File: src/rtl/devtbl_scan_pkg.sv
// Shared definitions for the Device Table scanner: pi1 op encodings, entry layout
// constants and scanner state encoding.
package devtbl_scan_pkg;

  localparam logic [1:0] PINOOP = 2'b00;
  localparam logic [1:0] PIWROP = 2'b01;
  localparam logic [1:0] PIRDOP = 2'b10;
  localparam logic [1:0] PIRWOP = 2'b11;

  // Each entry is two words: DevID at the even word, {mapsz, 0.., useintr} at the odd word.
  localparam int ENTRY_WORDS = 2;
  localparam int ID_WORD     = 0;
  localparam int SZ_WORD     = 1;
  localparam int USEINTR_BIT = 0;

  typedef enum logic [2:0] {
    IDLE,
    RDID,
    WID,
    RDSZ,
    WSZ,
    DONE
  } state_t;

  function automatic int clog2(input int value);
    int r;
    r = 0;
    for (int i = 0; i < 31; i++) begin
      if ((1 << i) < value) r = i + 1;
    end
    return r;
  endfunction

endpackage

File: src/rtl/devtbl_entry_dec.sv
// Splits a Device Table size word into its byte map size and interrupt-use flag.
module devtbl_entry_dec
  import devtbl_scan_pkg::*;
#(
  parameter int ARCHBITSZ = 16
) (
  input  logic [ARCHBITSZ-1:0] word,
  output logic [ARCHBITSZ-1:0] sz,
  output logic                 useintr
);

  localparam int                   LSB    = clog2(ARCHBITSZ / 8);
  localparam logic [ARCHBITSZ-1:0] LOMASK = ARCHBITSZ'((1 << LSB) - 1);

  assign sz      = word & ~LOMASK;
  assign useintr = word[USEINTR_BIT];

endmodule

File: src/rtl/devtbl_scan.sv
// Walks the Device Table over pi1, one read at a time, and reports the first entry
// whose DevID matches the request together with its byte base and interrupt index.
module devtbl_scan
  import devtbl_scan_pkg::*;
#(
  parameter  int ARCHBITSZ  = 16,
  parameter  int DEVTBLADDR = 512,
  parameter  int MAXDEV     = 16,
  localparam int ADDRBITSZ  = ARCHBITSZ - clog2(ARCHBITSZ / 8),
  localparam int IDXW       = clog2(MAXDEV + 1)
) (
  input  logic                   clk_i,
  input  logic                   rst_i,
  input  logic                   start_i,
  input  logic [ARCHBITSZ-1:0]   match_id_i,
  output logic                   busy_o,
  output logic                   done_o,
  output logic                   found_o,
  output logic [ARCHBITSZ-1:0]   base_o,
  output logic [ARCHBITSZ-1:0]   mapsz_o,
  output logic                   useintr_o,
  output logic [IDXW-1:0]        intridx_o,
  output logic [1:0]             pi1_op_o,
  output logic [ADDRBITSZ-1:0]   pi1_addr_o,
  output logic [ARCHBITSZ-1:0]   pi1_data_o,
  output logic [ARCHBITSZ/8-1:0] pi1_sel_o,
  input  logic [ARCHBITSZ-1:0]   pi1_data_i,
  input  logic                   pi1_rdy_i
);

  localparam logic [ADDRBITSZ-1:0] TBL_WADDR = ADDRBITSZ'(DEVTBLADDR / (ARCHBITSZ / 8));

  state_t                 state_q, state_d;
  logic [1:0]             op_q, op_d;
  logic [ADDRBITSZ-1:0]   addr_q, addr_d;
  logic [ARCHBITSZ-1:0]   match_q, id_q, acc_q;
  logic [IDXW-1:0]        n_q, ic_q;
  logic [ARCHBITSZ-1:0]   sz;
  logic                   ui;
  logic                   hit, last_entry, accept;

  function automatic logic [ADDRBITSZ-1:0] entry_addr(input logic [IDXW-1:0] idx,
                                                      input int ofs);
    return TBL_WADDR + ADDRBITSZ'(idx) * ADDRBITSZ'(ENTRY_WORDS) + ADDRBITSZ'(ofs);
  endfunction

  devtbl_entry_dec #(
    .ARCHBITSZ(ARCHBITSZ)
  ) u_dec (
    .word   (pi1_data_i),
    .sz     (sz),
    .useintr(ui)
  );

  assign accept     = (state_q == IDLE) && start_i;
  assign hit        = (state_q == WSZ) && (id_q == match_q);
  assign last_entry = (n_q + 1'b1) == IDXW'(MAXDEV);

  // Next-state logic; op/addr are computed one cycle ahead so the bus sees registers.
  always_comb begin
    state_d = state_q;
    op_d    = PINOOP;
    addr_d  = addr_q;
    unique case (state_q)
      IDLE: begin
        if (start_i) begin
          state_d = RDID;
          op_d    = PIRDOP;
          addr_d  = entry_addr('0, ID_WORD);
        end
      end
      RDID: begin
        if (pi1_rdy_i) state_d = WID;
        else           op_d    = PIRDOP;
      end
      WID: begin
        if (pi1_data_i == '0) begin
          state_d = DONE;
        end else begin
          state_d = RDSZ;
          op_d    = PIRDOP;
          addr_d  = entry_addr(n_q, SZ_WORD);
        end
      end
      RDSZ: begin
        if (pi1_rdy_i) state_d = WSZ;
        else           op_d    = PIRDOP;
      end
      WSZ: begin
        if (hit || last_entry) begin
          state_d = DONE;
        end else begin
          state_d = RDID;
          op_d    = PIRDOP;
          addr_d  = entry_addr(n_q + 1'b1, ID_WORD);
        end
      end
      DONE:    state_d = IDLE;
      default: state_d = IDLE;
    endcase
  end

  always_ff @(posedge clk_i or negedge rst_i) begin
    if (!rst_i) begin
      state_q <= IDLE;
      op_q    <= PINOOP;
      addr_q  <= '0;
    end else begin
      state_q <= state_d;
      op_q    <= op_d;
      addr_q  <= addr_d;
    end
  end

  // Result registers: cleared by an accepted start, loaded on a hit.
  always_ff @(posedge clk_i or negedge rst_i) begin
    if (!rst_i) begin
      found_o   <= 1'b0;
      base_o    <= '0;
      mapsz_o   <= '0;
      useintr_o <= 1'b0;
      intridx_o <= '0;
    end else if (accept) begin
      found_o   <= 1'b0;
      base_o    <= '0;
      mapsz_o   <= '0;
      useintr_o <= 1'b0;
      intridx_o <= '0;
    end else if (hit) begin
      found_o   <= 1'b1;
      base_o    <= acc_q;
      mapsz_o   <= sz;
      useintr_o <= ui;
      intridx_o <= ic_q;
    end
  end

  // Scan accumulators; every one is initialised by the accepted start, so no reset.
  always_ff @(posedge clk_i) begin
    if (accept) begin
      match_q <= match_id_i;
      n_q     <= '0;
      acc_q   <= '0;
      ic_q    <= '0;
    end
    if (state_q == WID) id_q <= pi1_data_i;
    if ((state_q == WSZ) && !hit) begin
      acc_q <= acc_q + sz;
      ic_q  <= ic_q + IDXW'(ui);
      n_q   <= n_q + 1'b1;
    end
  end

  assign busy_o     = (state_q != IDLE);
  assign done_o     = (state_q == DONE);
  assign pi1_op_o   = op_q;
  assign pi1_addr_o = addr_q;
  assign pi1_data_o = '0;
  assign pi1_sel_o  = '1;

endmodule

File: config.mk
export PLATFORM = sky130hd
export DESIGN_NAME = devtbl_scan
export DESIGN_NICKNAME = d
export VERILOG_FILES = /design/src/rtl/devtbl_scan_pkg.sv /design/src/rtl/devtbl_entry_dec.sv /design/src/rtl/devtbl_scan.sv
export SDC_FILE = /design/constraint.sdc
export NUM_CORES = 1
export LEC_CHECK = 0
export BUFFER_PORTS_ARGS = -buffer_cell sky130_fd_sc_hd__buf_2
export CAP_MARGIN = 15
export CORE_MARGIN = 4
export CORE_UTILIZATION = 50
export CTS_CLUSTER_SIZE = 14
export DETAILED_ROUTE_END_ITERATION = 10
export PLACE_DENSITY = 0.74
export SLEW_MARGIN = 25
export SYNTH_ARGS = -nofsm -noshare
export SYNTH_HDL_FRONTEND = slang
export SYNTH_SLANG_ARGS = --single-unit
export TNS_END_PERCENT = 30
File: constraint.sdc
create_clock -name clk_i -period 5.3 [get_ports clk_i]
set_input_delay 0.795 -clock clk_i [delete_from_list [all_inputs] [get_ports clk_i]]
set_output_delay 0.795 -clock clk_i [all_outputs]
set_load 0.01 [all_outputs]
## Yosys cells after proc, flatten, opt, wreduce, memory -nomap -nowiden

Cells that the tools add are included.

| word-level totals | value |
|---|---|
| register bits after elaboration | 117 |
| input port bits | 36 |
| output and inout bits | 76 |
| logic and storage cells | 75 |

| cells by class | value |
|---|---|
| add/sub/neg operators | 6 |
| equal/unequal tests | 12 |
| multiplexer cells | 30 |
| reductions and logical operators | 14 |

Operator list:

| operator | count |
|---|---|
| $mux 16 | 6 |
| $mux 15 | 3 |
| $pmux 15 s3 | 1 |
| $mux 5 | 5 |
| $add 9x6->10 const A | 2 |
| $add 16x16->16 | 1 |
| $eq 16x16->1 | 1 |
| $logic_not 16->1 | 1 |
| $mux 3 | 5 |
| $pmux 3 s5 | 1 |
| $add 10x1->11 const B | 1 |
| $ne 2x2->1 const B | 5 |
| $mux 2 | 4 |
| $pmux 2 s4 | 1 |
| $eq 3x2->1 const B | 2 |
| $eq 3x3->1 const B | 2 |
| $reduce_bool 3->1 | 2 |
| $add 5x1->5 | 1 |
| $add 5x1->5 const B | 1 |
| $eq 5x5->1 const B | 1 |
| $mux 1 | 4 |
| $reduce_and 4->1 | 1 |
| $reduce_bool 2->1 | 2 |
| $eq 3x1->1 const B | 1 |
| 6 further kinds | 8 |

## Depth between registers and ports, before layout

| logic depth | value |
|---|---|
| depth in word-level cells | 5 |
| depth in mapped cells | 7 |
| gate-level depth less buffers | 7 |

## Modules after synthesis

From an unflattened synthesis, not the netlist that was laid out.

| unflattened totals | value |
|---|---|
| cells, all modules | 506 |
| area total of the unflattened synthesis | 5411.4 um^2 |

By module, submodules not included:

| module | times used | cells an instance | area an instance (um^2) | sequential area each (um^2) |
|---|---|---|---|---|
| devtbl_scan | 1 | 488 | 5280.1 | 2992.9 |
| devtbl_entry_dec | 1 | 18 | 131.4 | 0.0 |

## Least setup slack after synthesis

OpenSTA, ideal clock, no wires.

| timing | value |
|---|---|
| path kind | input port to flip-flop |
| from | input pi1_data_i[3] |
| to | register acc_q[12] (data pin) |
| library setup time | 169 ps |
| arrival time | 2336 ps |
| required time | 5131 ps |
| slack | 2795 ps |
| stages on the path | 6 |
| buffers on the path | 0 |
| cell sequence | ha_1 -> o21ai_1 -> o21a_1 -> or4b_4 -> and4b_4 -> nor4_4 |

| between the ends | value |
|---|---|
| word-level cells in the longest chain between the ends | 2 |

Ends and longest elaborated chain:

| item | line | source |
|---|---|---|
| from (decl) | devtbl_scan.sv:27 | `input logic [ARCHBITSZ-1:0] pi1_data_i,` |
| $add 16x16->16 | devtbl_scan.sv:148 | `acc_q <= acc_q + sz;` |
| $mux 16 | devtbl_scan.sv:147 | `if ((state_q == WSZ) && !hit) begin` |
| to (signal assigned) | devtbl_scan.sv:148 |  |
| to (decl) | devtbl_scan.sv:36 | `logic [ARCHBITSZ-1:0] match_q, id_q, acc_q;` |

No other way between the ends.
A chain may end at the register's enable or synchronous reset.

## Worst setup path after layout

| timing | value |
|---|---|
| from | register id_q[10] |
| to | register acc_q[5] (enable) |

| between the ends | value |
|---|---|
| word-level cells in the longest chain between the ends | 5 |

Ends and longest elaborated chain:

| item | line | source |
|---|---|---|
| from (decl) | devtbl_scan.sv:36 |  |
| from (signal assigned) | devtbl_scan.sv:146 | `if (state_q == WID) id_q <= pi1_data_i;` |
| $eq 16x16->1 | devtbl_scan.sv:56 | `assign hit = (state_q == WSZ) && (id_q == match_q);` |
| $logic_and 1x1->1 | devtbl_scan.sv:56 |  |
| $logic_not 1->1 | devtbl_scan.sv:147 |  |
| $logic_and 1x1->1 | devtbl_scan.sv:147 |  |
| $reduce_bool 2->1 (no line) | -- |  |

No other way between the ends.

==> flow_summary.toml <==
[detailed_routing]
ant_nets = 0
initialDrtViolationCount = 327
routedWlPerCell_um = 17.0
drc = 0
dr_wl_met3_um = 991
top_layer = "met4"
firstDrtPassIters = 5
via_per_inst = 5.66
met2_wirelength_mm = 5.62
vias = 3937
drt-met1-wl_mm = 5.12
postRouteWirelength_mm = 11.8

[floorplan]
initial_core_util_pct = 51.1
io_pins = 112
coreArea_um2 = 10300
fp.dieH_um = 110
die_area_um2 = 12200
rows = 37
die_x_um = 110

[grt]
grt_use_total_pct = 19.1
first_global_vias = 3597
antenna_found_initial = 0
grt_pass1_wl_mm = 18.8
overflow = 0
grt_max_degree = 52

[cts]
root_buffer = "clkbuf_8"
h-tree-depth = 3
hold_buffers = 0
cts_buffers = 9
clkSinkCount = 105
cts_tree = "done"
cts_resized = 0
clk_latency_ps = 370
postCtsSetupBuffers = 0
path_clk_slew_ps = 110
cts_buffer_depth = 2

[yosys]
synth_ff_type = "edfxtp_1"
yosysTopAreaCellShare_pct = 32.6
synth_edf_count = 57
synth_most_common_cell = "edfxtp_1"
synth_area_leaders = "edfxtp_1, dfrtp_1, nand3_1"
ys_top_cells_by_count = "edfxtp_1, nand3_1, dfrtp_1, nand2_1, a21oi_1"
syn_area_um2 = 5250
synth_top_cell_by_area = "edfxtp_1"
ys_ff_latch = 105
async_reset_ff_share_pct = 45.7
ys_warn_count = 0
syn_inst = 481
yosysSeqAreaShare_pct = 55.5
syn_area_per_cell_um2 = 10.9
ys_types = 51

[critical_path]
crit_path_start_kind = "flip-flop"
endpoint_kind = "flip-flop"
cp_cell_sequence = "xor2_1 -> nor4_1 -> nand4_1 -> buf_4 -> nand2_1 -> nand2_2"
crit_fanout = 25
critical_path_required_ps = 5270
critPathSlowestCell = "nand2_1"
rr_worst_depth = 6
worstSetupPathType = "flip-flop to flip-flop"
reg2reg_slack_ps = 2260
timing.rr.end = "acc_q[5]"
r2r_start = "id_q[10]"
cp_slowest_stage_delay_ps = 640
worstPathArrival_ps = 3010

[final_layout]
num_antenna_cells = 0
fin_area_um2 = 5850
area_growth_pct = 11.3
nets = 608
seq_area_um2 = 2910
multi_input_area_um2 = 2080
fin_util_pct = 56.9
drive_gt1_share_pct = 20.0
fillCellCount = 879

[power_and_ir_drop]
p_leak_nw = 2.56
p_per_area_nw_per_um2 = 403
ir_drop_mv = 0.162

[sta]
fin_setup_tns_ps = 0
finalClockSkew_ps = 13.1
hold_viol = 0
period_minus_slack_ps = 3040
clock.fmax_ghz = 0.329
slew-limit-headroom_pct = 43.7
setup_viol = 0
final_max_slew_viol_count = 0
period_share_pct = 57.3
tightest_slew_ps = 845
rsz0062_at_grt = "no"

[placed_design]
io_buffers = 82
placed_area_um2 = 5660
hpwlAfterDp_mm = 8.33
gp_congestion = 0.869

[run]
cap_viol_max_count = 0

[worst_hold_path]
hp-class = "input pin to async pin"

[run_status]
status = "completed"
[registers in the layout (all words and copies together) (netlist names)]
signal	flops
intridx_o	5
useintr_o	1
match_q	16
acc_q	15
pi1_op_o	1
ic_q	5
found_o	1
pi1_addr_o	7
id_q	16
state_q	3
n_q	5
mapsz_o	15
base_o	15
[logic make-up (layout without fill, tap and decap cells)]
family | count (synthesis) | after routing | synth area share, %
XOR/XNOR | 27 | 27 | 4.50
buffers and inverters | 63 | 114 | 6.98
AND/OR/NAND/NOR | 150 | 150 | 14.9
adder cells (fa/ha/maj) | 18 | 18 | 4.43
multiplexers | 8 | 8 | 1.64
AO/OA/AOI/OAI | 108 | 108 | 11.9
other | 2 | 29 | 0.143
flip-flops | 105 | 105 | 55.5
[metal layers]
metal  vias to the layer above  track usage, %
met3                        10            4.71
met4                         0            4.93
met2                       212            29.6
met5                         -               0
met1                      1882            27.0
li1                       1833               -
[report_power, final]
group          internal [mW]  switching, mW  total, mW
logic                  0.263          0.455      0.718
registers               1.06          0.107       1.17
clock network          0.180          0.290      0.470
total                   1.50          0.852       2.35
[layout by cell type, fill, tap and decap left out, drive strengths merged, types with 2 or more instances in the layout]
master | synthesis | final
ha | 17 | 17
or3b | 2 | 2
buf | 42 | 88
nor4 | 9 | 9
nand4b | 2 | 2
mux2 | 5 | 5
edfxtp | 57 | 57
nand3 | 49 | 49
and4 | 3 | 3
xor2 | 23 | 23
nor3 | 8 | 8
inv | 9 | 13
mux2i | 3 | 3
o31ai | 3 | 3
xnor2 | 4 | 4
o2111ai | 2 | 2
or2 | 2 | 2
dfrtp | 48 | 48
o21a | 2 | 2
a21oi | 33 | 33
or3 | 2 | 2
nand2 | 38 | 38
clkbuf | 11 | 9
a21o | 6 | 6
nand2b | 2 | 2
nor3b | 2 | 2
conb | 2 | 29
clkinv | 1 | 4
a211oi | 5 | 5
nor2 | 20 | 20
and3 | 6 | 6
o21ai | 49 | 49
[through the flow]
step / instances / hold WS (ps) / setup WS, ps / power [mW]
detailed placement: 679 / 448 / 1900 / 1.90
global route: 695 / 455 / 1990 / 2.50
floorplan: 508 / 499 / 2790 / 1.71
finish: 695 / 431 / 2260 / 2.35
CTS: 695 / 449 / 1860 / 2.36
global placement: 679 / 442 / 1920 / 1.88
[worst max-delay path by stage]
stage	from	end	slack [ps]	depth (start not counted)
detailed placement	id_q[10]	acc_q[12]	1900	6
finish	id_q[10]	acc_q[5]	2260	6
global route	id_q[10]	acc_q[5]	1990	6
global placement	match_q[6]	acc_q[10]	1920	6
CTS	id_q[10]	acc_q[5]	1860	6
floorplan	pi1_data_i[3]	acc_q[12]	2790	6
[cell type report]
cell class	count	share of cell area, %
Inverter	10	0.642
Timing Repair Buffer	88	7.83
Multi-Input combinational cell	340	35.6
Clock buffer	9	2.12
Tap cell	136	2.91
Clock inverter	7	1.05
Sequential cell	105	49.8
[worst max-delay path: cells and delay by family, from the launching register on]
kind	cells	cell delay [ps]
and+or+nand+nor	4	1770
DFF	1	420
buffers and inverters	1	250
xor gates and xnor gates	1	160
Power figures use the tool's default switching activity.
